File: config.mk
export PLATFORM = sky130hd
export DESIGN_NAME = reg_file_sb
export DESIGN_NICKNAME = d
export VERILOG_FILES = /design/src/rtl/reg_file_sb_pkg.sv /design/src/rtl/reg_file_sb_scoreboard.sv /design/src/rtl/reg_file_sb.sv
export SDC_FILE = /design/constraint.sdc
export NUM_CORES = 2
export LEC_CHECK = 0
export CAP_MARGIN = 20
export CORE_MARGIN = 2
export CORE_UTILIZATION = 50
export DETAILED_ROUTE_END_ITERATION = 8
export PLACE_DENSITY = 0.66
export SYNTH_ARGS = -nofsm -noshare
export SYNTH_HDL_FRONTEND = slang
export SYNTH_SLANG_ARGS = --single-unit
File: constraint.sdc
create_clock -name CLK -period 7.2 [get_ports CLK]
set_input_delay 0.72 -clock CLK [delete_from_list [all_inputs] [get_ports CLK]]
set_output_delay 0.72 -clock CLK [all_outputs]
set_load 0.01 [all_outputs]
File: src/rtl/reg_file_sb_pkg.sv
// Shared types and default sizes for the reg_file_sb register file with busy scoreboard.
package reg_file_sb_pkg;

  localparam int XLEN_DEF  = 32;
  localparam int NREGS_DEF = 32;

  typedef enum logic {
    CLEAR = 1'b0,
    IDLE  = 1'b1
  } state_e;

endpackage

File: src/rtl/reg_file_sb_scoreboard.sv
// Busy-bit vector: one pending flag per register, set wins over clear, bit 0 never busy.
module reg_file_sb_scoreboard
  import reg_file_sb_pkg::*;
#(
  parameter  int NREGS = NREGS_DEF,
  localparam int AW    = $clog2(NREGS)
) (
  input  logic             clk,
  input  logic             rst,
  input  logic             set_en,
  input  logic [AW-1:0]    set_addr,
  input  logic             clr_en,
  input  logic [AW-1:0]    clr_addr,
  output logic [NREGS-1:0] busy_vec
);

  logic [NREGS-1:0] busy_d;
  logic [NREGS-1:0] busy_q;

  // Set is applied after clear so a same-address issue leaves the bit pending.
  always_comb begin
    busy_d = busy_q;
    if (clr_en) busy_d[clr_addr] = 1'b0;
    if (set_en) busy_d[set_addr] = 1'b1;
    busy_d[0] = 1'b0;
  end

  always_ff @(posedge clk or posedge rst) begin
    if (rst) busy_q <= '0;
    else     busy_q <= busy_d;
  end

  assign busy_vec = busy_q;

endmodule

File: src/rtl/reg_file_sb.sv
// Register file with busy scoreboard and a sequential clear sweep after reset / on request.
// Optional write-to-read bypass enabled by defining REG_FILE_SB_BYPASS_EN.
module reg_file_sb
  import reg_file_sb_pkg::*;
#(
  parameter  int XLEN  = XLEN_DEF,
  parameter  int NREGS = NREGS_DEF,
  localparam int AW    = $clog2(NREGS)
) (
  input  logic            CLK,
  input  logic            RST,
  input  logic            WR_EN,
  input  logic [AW-1:0]   WR_ADDR,
  input  logic [XLEN-1:0] WR_DATA,
  input  logic [AW-1:0]   RD_ADDR1,
  input  logic [AW-1:0]   RD_ADDR2,
  output logic [XLEN-1:0] RS1,
  output logic [XLEN-1:0] RS2,
  input  logic            ISSUE_EN,
  input  logic [AW-1:0]   ISSUE_ADDR,
  output logic            BUSY1,
  output logic            BUSY2,
  input  logic            CLR_START,
  output logic            CLR_BUSY
);

  localparam logic [AW-1:0] LAST = AW'(NREGS - 1);

  state_e          state_d, state_q;
  logic [AW-1:0]   cnt_d, cnt_q;
  logic [XLEN-1:0] regs_d [NREGS];
  logic [XLEN-1:0] regs_q [NREGS];
  logic [NREGS-1:0] busy_vec;
  logic            idle, wr_ok, iss_ok;
  logic [AW-1:0]   rd_addr [2];
  logic [XLEN-1:0] rs [2];
  logic            busy [2];

  assign idle   = (state_q == IDLE);
  assign wr_ok  = idle && WR_EN && (WR_ADDR != '0);
  assign iss_ok = idle && ISSUE_EN && (ISSUE_ADDR != '0);

  always_comb begin
    state_d = state_q;
    cnt_d   = cnt_q;
    case (state_q)
      CLEAR: begin
        if (cnt_q == LAST) state_d = IDLE;
        else               cnt_d   = cnt_q + AW'(1);
      end
      IDLE: begin
        if (CLR_START) begin
          state_d = CLEAR;
          cnt_d   = '0;
        end
      end
      default: state_d = CLEAR;
    endcase
  end

  always_ff @(posedge CLK or posedge RST) begin
    if (RST) begin
      state_q <= CLEAR;
      cnt_q   <= '0;
    end else begin
      state_q <= state_d;
      cnt_q   <= cnt_d;
    end
  end

  // Data is never reset; the sweep zeroes one entry per cycle instead.
  always_comb begin
    regs_d = regs_q;
    if (!idle)      regs_d[cnt_q]   = '0;
    else if (wr_ok) regs_d[WR_ADDR] = WR_DATA;
  end

  always_ff @(posedge CLK) begin
    regs_q <= regs_d;
  end

  reg_file_sb_scoreboard #(.NREGS(NREGS)) u_sb (
    .clk      (CLK),
    .rst      (RST),
    .set_en   (iss_ok),
    .set_addr (ISSUE_ADDR),
    .clr_en   (wr_ok || !idle),
    .clr_addr (idle ? WR_ADDR : cnt_q),
    .busy_vec (busy_vec)
  );

  assign rd_addr[0] = RD_ADDR1;
  assign rd_addr[1] = RD_ADDR2;

  always_comb begin
    for (int p = 0; p < 2; p++) begin
      rs[p]   = '0;
      busy[p] = 1'b0;
      if (idle && rd_addr[p] != '0) begin
        rs[p]   = regs_q[rd_addr[p]];
        busy[p] = busy_vec[rd_addr[p]];
`ifdef REG_FILE_SB_BYPASS_EN
        if (wr_ok && WR_ADDR == rd_addr[p]) begin
          rs[p]   = WR_DATA;
          busy[p] = iss_ok && (ISSUE_ADDR == rd_addr[p]);
        end
`endif
      end
    end
  end

  assign RS1      = rs[0];
  assign RS2      = rs[1];
  assign BUSY1    = busy[0];
  assign BUSY2    = busy[1];
  assign CLR_BUSY = (state_q == CLEAR);

endmodule

After elaboration in Yosys (flattened, before gate mapping). Index checks and enable logic that the tools add are counted.

Bits in registers: 1061. Bits of input ports: 57. Logic and storage cells: 113. Output and inout bits: 67.

Add/subtract/negate cells: 1. Reduce and logical (&&, ||, !) cells: 17. Multiplexer cells: 34. Bitwise logic cells: 10. Equal/unequal tests: 4. $lt $le $gt $ge: 12.

Operators with widths (number): $mux 1024 (2); $and 1024x1024->1024 (1); $bwmux 1024 (1); $not 1024->1024 (1); $bmux 32 s5 (2); $demux 32 s5 (2); $mux 32 (10); $and 32x32->32 (1); $not 32->32 (1); $or 32x32->32 (1); $ge 6x6->1 const B (4); $lt 5x6->1 const B (4); $not 5->6 (4); $reduce_bool 5->1 (4); $mux 5 (3); $lt 6x1->1 const B (2); $bmux 1 s5 (2); $demux 1 s5 (2); $ge 5x1->1 const B (2); $logic_and 1x1->1 (10); $pmux 5 s2 (1); $mux 1 (8); $add 5x1->5 const B (1); $eq 5x5->1 const B (1); 7 further kinds (8).

Depth between registers and ports, before layout.
Word-level depth: 10. Gate-level depth with buffers: 8.

By module. Synthesis repeated with hierarchy kept, for this count alone.

Cell total of the unflattened synthesis: 4637. Area total of the unflattened synthesis: 60858.4 um2.

Modules (own cells, without submodules): reg_file_sb (area each 59570.9 um2, instances 1, cells each 4516); reg_file_sb_scoreboard (area each 1287.5 um2, instances 1, cells each 121).

Worst setup path before layout. Ideal clock, no wire load.

Kind: input to register. Start point: input WR_ADDR[3]. End point: register regs_q[384] in the netlist's numbering (enable). Arrival time: 4.106 ns. Setup time: 0.470 ns. Stages on the path: 7. Slack: 2.624 ns. Path buffers: 3. Cell sequence: buf_2 or3_1 or2_1 clkbuf_1 nand2_2 buf_4 o31ai_1.

Cells in the longest elaborated chain, start to end: 3.

Ends and longest elaborated chain: from (decl) (RTL line reg_file_sb.sv:13) `input logic [AW-1:0] WR_ADDR,`; $reduce_bool 5->1 (RTL line reg_file_sb.sv:40) `assign wr_ok = idle && WR_EN && (WR_ADDR != '0);`; $logic_and 1x1->1 (RTL line reg_file_sb.sv:40); $ne 2x1->1 (no line); to (signal assigned) (RTL line reg_file_sb.sv:79) `regs_q <= regs_d;`; to (decl) (RTL line reg_file_sb.sv:32) `logic [XLEN-1:0] regs_q [NREGS];`.

No other way between the ends. A chain may end at the register's enable or synchronous reset.

Final worst setup path.
Start point: input RD_ADDR1[0]. End point: output RS1[9].

Cells in the longest elaborated chain, start to end: 5.

Ends and longest elaborated chain: from (decl) (RTL line reg_file_sb.sv:15) `input logic [AW-1:0] RD_ADDR1,`; $not 5->6 (not written as such) (RTL line reg_file_sb.sv:100) `rs[p] = regs_q[rd_addr[p]];`; $bmux 32 s5 (RTL line reg_file_sb.sv:100); $mux 32 (not written as such) (2 in series) (RTL line reg_file_sb.sv:100); $mux 32 (*) (RTL line reg_file_sb.sv:99) `if (idle && rd_addr[p] != '0) begin`; to (decl) (RTL line reg_file_sb.sv:17) `output logic [XLEN-1:0] RS1,`.

Every way passes the cells marked *; elsewhere a longest branch is shown, timed or not. The select of a mux whose other input is x is not followed.

==> reports/results.txt <==
The run finished with clean final reports. In the synthesized netlist, the number of instances is 4038. Setup repair after global routing left no endpoint under its margin. The proportion of power drawn by flip-flops and latches is 0.464. After legalization and detailed placement, the total HPWL measured 129000 um. The count of buffers added on input and output ports is 123. Synthesized area per cell: 15.0 sq um. The final-report setup violation count came out at 0. The total power density per cell area came out at 378 nW/um^2. Internal power comes to 17.2 mW. After detailed routing, the total wire length is 218000 um. The async set or reset register ratio after synthesis is 0.0349, and the maximum vdd drop is 0.231 mV.

The layout-stage area growth over the synthesis result is 11.8%. Using the TritonRoute via totals, the vias-per-cell ratio works out to 7.81. The max capacitance violation total was 0; the leakage power was 25.6 nW. After clock tree synthesis, the clock-pin slew on the worst setup and hold paths is 60 ps. The logs give 124000 sq um for the overall die area and 0.303 for the logic gate share of total power. The average wire length per cell after detail routing was 38.5 um; the summed instance area of the synthesized netlist was 60600 sq um.

After detailed routing, the number of remaining DRC violations is 0. For the final database, setup skew stands at 16.6 ps. For the worst flop-to-flop path, the logic depth is 5. The type of origin of the critical path was an input port. The initial antenna violation count is 3, and the die span in x is 352 um. From bottom edge to top edge, the die measures 352 um. Counting flops with a built-in enable in the synthesized netlist gives 1024.

The critical path goes through buf_8 > buf_4 > mux4_2 > mux2i_1 > o22a_1 > o221ai_1 > clkdlybuf4s50_1. The switching power share of the total was 0.328. The logs give 0 for the count of pins over their slew limit and 0 for the aggregate global routing overflow.

Type of the worst setup path: in2out. The share of the synthesized area in the top cell type was 0.507; the worst-case register-to-register setup slack was 3850 ps. The worst setup path is captured at an output pin. After layout, the worst setup slack is 2310 ps. The H-tree was split into 3 levels. For this run, the slowest stage of the critical path takes 670 ps. For the initial core utilization, the log shows 0.505. The share of layout cells above drive strength 1 came out at 0.238. For this design, the CTS-stage hold fixing added 0 buffers. Based on the critical path, the design can be clocked at up to 205 MHz. Final number of hold-violating endpoints: 0.

In the post-synthesis netlist, the biggest area contributors are sky130_fd_sc_hd__edfxtp_1 (51%), sky130_fd_sc_hd__mux4_2 (20%), sky130_fd_sc_hd__a22o_1 (13%), sky130_fd_sc_hd__mux2i_1 (4.5%), sky130_fd_sc_hd__clkbuf_1 (1.7%). At the end of the flow, the number of nets in the layout was 4002. The critical path contains buffers and inverters numbering 3 combined. The synthesized netlist contains 54 unique library cells. The via count of the first global-routing pass was 42.0k.

The count of buffers added by post-CTS timing repair for setup was 0; the total negative slack was 0 ps. The tools report the arrival time at the worst endpoint as 4170 ps. TritonCTS built the clock tree. The run gives 44.1k as the number of vias in the routed layout. Launch instance of the worst register-to-register path: idle$_DFF_PP0_. Counting every net in the synthesized netlist gives 4100. Standard-cell row count: 127.

The dominant synthesized flop cell was sky130_fd_sc_hd__edfxtp_1. The max-slew headroom at the worst pin is 0.222. Buffers inserted during clock tree synthesis total 112. The number of DRC markers in iteration 0 was 7342; the worst-margin pin slew was 1160 ps. The clock drives 1061 sinks.

Synthesis inferred 1061 register bits. The share of the clock period used by the worst path after layout works out to 0.679. The number of nets still failing antenna checks after routing is 0, and the switching component of the power is 8.40 mW.

The global routing usage summed across all routing layers is 0.343. The biggest area contributor in the post-synthesis netlist is sky130_fd_sc_hd__edfxtp_1. For the final estimated routing congestion in global placement, the log shows 0.885. For this run, the detailed router's first-pass iteration total came to 6. Slowest stage cell on the critical path: sky130_fd_sc_hd__buf_8. The sequential element share of the synthesized area is 0.522, and the I/O pin count is 124. The worst setup slack before clock tree synthesis came out at 2090 ps. The placeable core region is 120000 sq um, and the critical path required time is 6480 ps.

The clock network fraction of total power was 0.233; the quantity of gates resized following cts was 0. The tree is rooted in a sky130_fd_sc_hd__clkbuf_16. The endpoint of the lowest-slack register-to-register path was regs_q[707]$_DFFE_PP_.

The pin count of the biggest net entering global routing came out at 113. For this run, the number of Yosys warnings is 0. The classification of the worst-slack hold path is in2async. Critical path's top delay family: buffers and inverters. In this run the worst path has a maximum fanout of 80.

At the later pin of the worst-skew pair, clock insertion delay measures 720 ps. The first global-routing pass estimated 312000 um of wire. The final critical delay including setup and external delays was 4890 ps; the maximum count of clock buffers along a single path was 3.
[layer usage]
metal | global-route usage | vias to the layer above | wire length (um)
met3 | 0.111 | 485 | 31800
met1 | 0.479 | 22700 | 80700
met4 | 0.121 | 6 | 7910
met2 | 0.505 | 3979 | 97000
li1 | - | 16900 | -
met5 | 0.00731 | - | 119
[cells by family (layout without fill, tap and decap cells)]
logic type                 Yosys count  after routing  synth area share
AOI/OAI and AO/OA                 1301           1301             0.171
DFF                               1061           1061             0.522
muxes                              797            797             0.240
buffers and inverters              519            512            0.0385
and+or+nand+nor                    354            354            0.0271
adders and majority gates            5              5           0.00103
xor gates and xnor gates             1              1          0.000144
other                                0              1                 0
[power groups by stage]
stage	clock [mW]	sequential, mW	combinational, mW
after floorplan	0	11.1	5.39
after global placement	0	11.8	7.35
after detailed placement	0	11.8	7.55
after CTS	6.00	11.8	7.56
after global routing	6.23	12.1	8.10
final	5.97	11.9	7.76
[cells in the final DEF, fill, tap and decap left out, drive strengths merged, types with 117 or more instances in the layout]
cell           Yosys  final
clkbuf           267    141
nand2            217    217
buf              239    177
o21ai            228    228
mux2i            270    270
a22o             866    866
mux4             526    526
clkdlybuf4s50      0    117
edfxtp          1024   1024
[Yosys cell counts (25+ instances only)]
cell                       number
sky130_fd_sc_hd__mux4_2       526
sky130_fd_sc_hd__a21oi_1       25
sky130_fd_sc_hd__buf_4         34
sky130_fd_sc_hd__edfxtp_1    1024
sky130_fd_sc_hd__clkbuf_1     267
sky130_fd_sc_hd__dfrtp_1       37
sky130_fd_sc_hd__o21ai_1       98
sky130_fd_sc_hd__a22o_1       866
sky130_fd_sc_hd__o221ai_1      65
sky130_fd_sc_hd__nor2_1        35
sky130_fd_sc_hd__buf_1         33
sky130_fd_sc_hd__o21ai_0      130
sky130_fd_sc_hd__and2_1        33
sky130_fd_sc_hd__buf_2        165
sky130_fd_sc_hd__nand2_1      216
sky130_fd_sc_hd__mux2i_1      270
sky130_fd_sc_hd__o22a_1        65
[state kept, by name, summed over array words and instances (netlist names)]
register	cells
cnt_q	5
idle	1
regs_q	1024
u_sb.busy_vec	31
[worst max path at each step]
stage / start / endpoint / slack [ps] / cells after the start
2_1_floorplan: WR_ADDR[3] / regs_q[384]$_DFFE_PP_ / 2620 / 7
3_3_place_gp: WR_ADDR[1] / regs_q[687]$_DFFE_PP_ / 2150 / 8
3_5_place_dp: WR_ADDR[1] / regs_q[684]$_DFFE_PP_ / 2090 / 8
4_1_cts: RD_ADDR1[0] / RS1[9] / 2380 / 7
5_1_grt: RD_ADDR1[0] / RS1[7] / 2170 / 7
6_report: RD_ADDR1[0] / RS1[9] / 2310 / 7
[worst register-to-register path: stages, from the launching register on]
cell	delay, ps
sky130_fd_sc_hd__dfrtp_4	750
sky130_fd_sc_hd__buf_12	610
sky130_fd_sc_hd__buf_4	780
sky130_fd_sc_hd__and2_1	660
sky130_fd_sc_hd__buf_16	230
sky130_fd_sc_hd__a22o_1	180
[through the flow]
step | total power, mW | instances | hold slack, ps | instance area (sq um) | utilization
after floorplan | 16.5 | 4038 | 483 | 60600 | -
after global placement | 19.1 | 5428 | 514 | 63900 | 0.532
after detailed placement | 19.4 | 5432 | 516 | 64000 | 0.533
after CTS | 25.3 | 5637 | 468 | 67700 | 0.563
after global routing | 26.5 | 5643 | 511 | 67800 | 0.564
final | 25.6 | 5644 | 483 | 67800 | 0.564
[final cells by class]
class                           instances  area, sq um
Sequential cell                      1061        31700
Clock buffer                          141         3010
Inverter                               13         48.8
Clock inverter                         64          648
Multi-Input combinational cell       2458        27600
Tap cell                             1612         2020
Antenna cell                            1         2.50
Timing Repair Buffer                  294         2800
Fill cell                            9523        52300
Power figures use the tool's default switching activity.
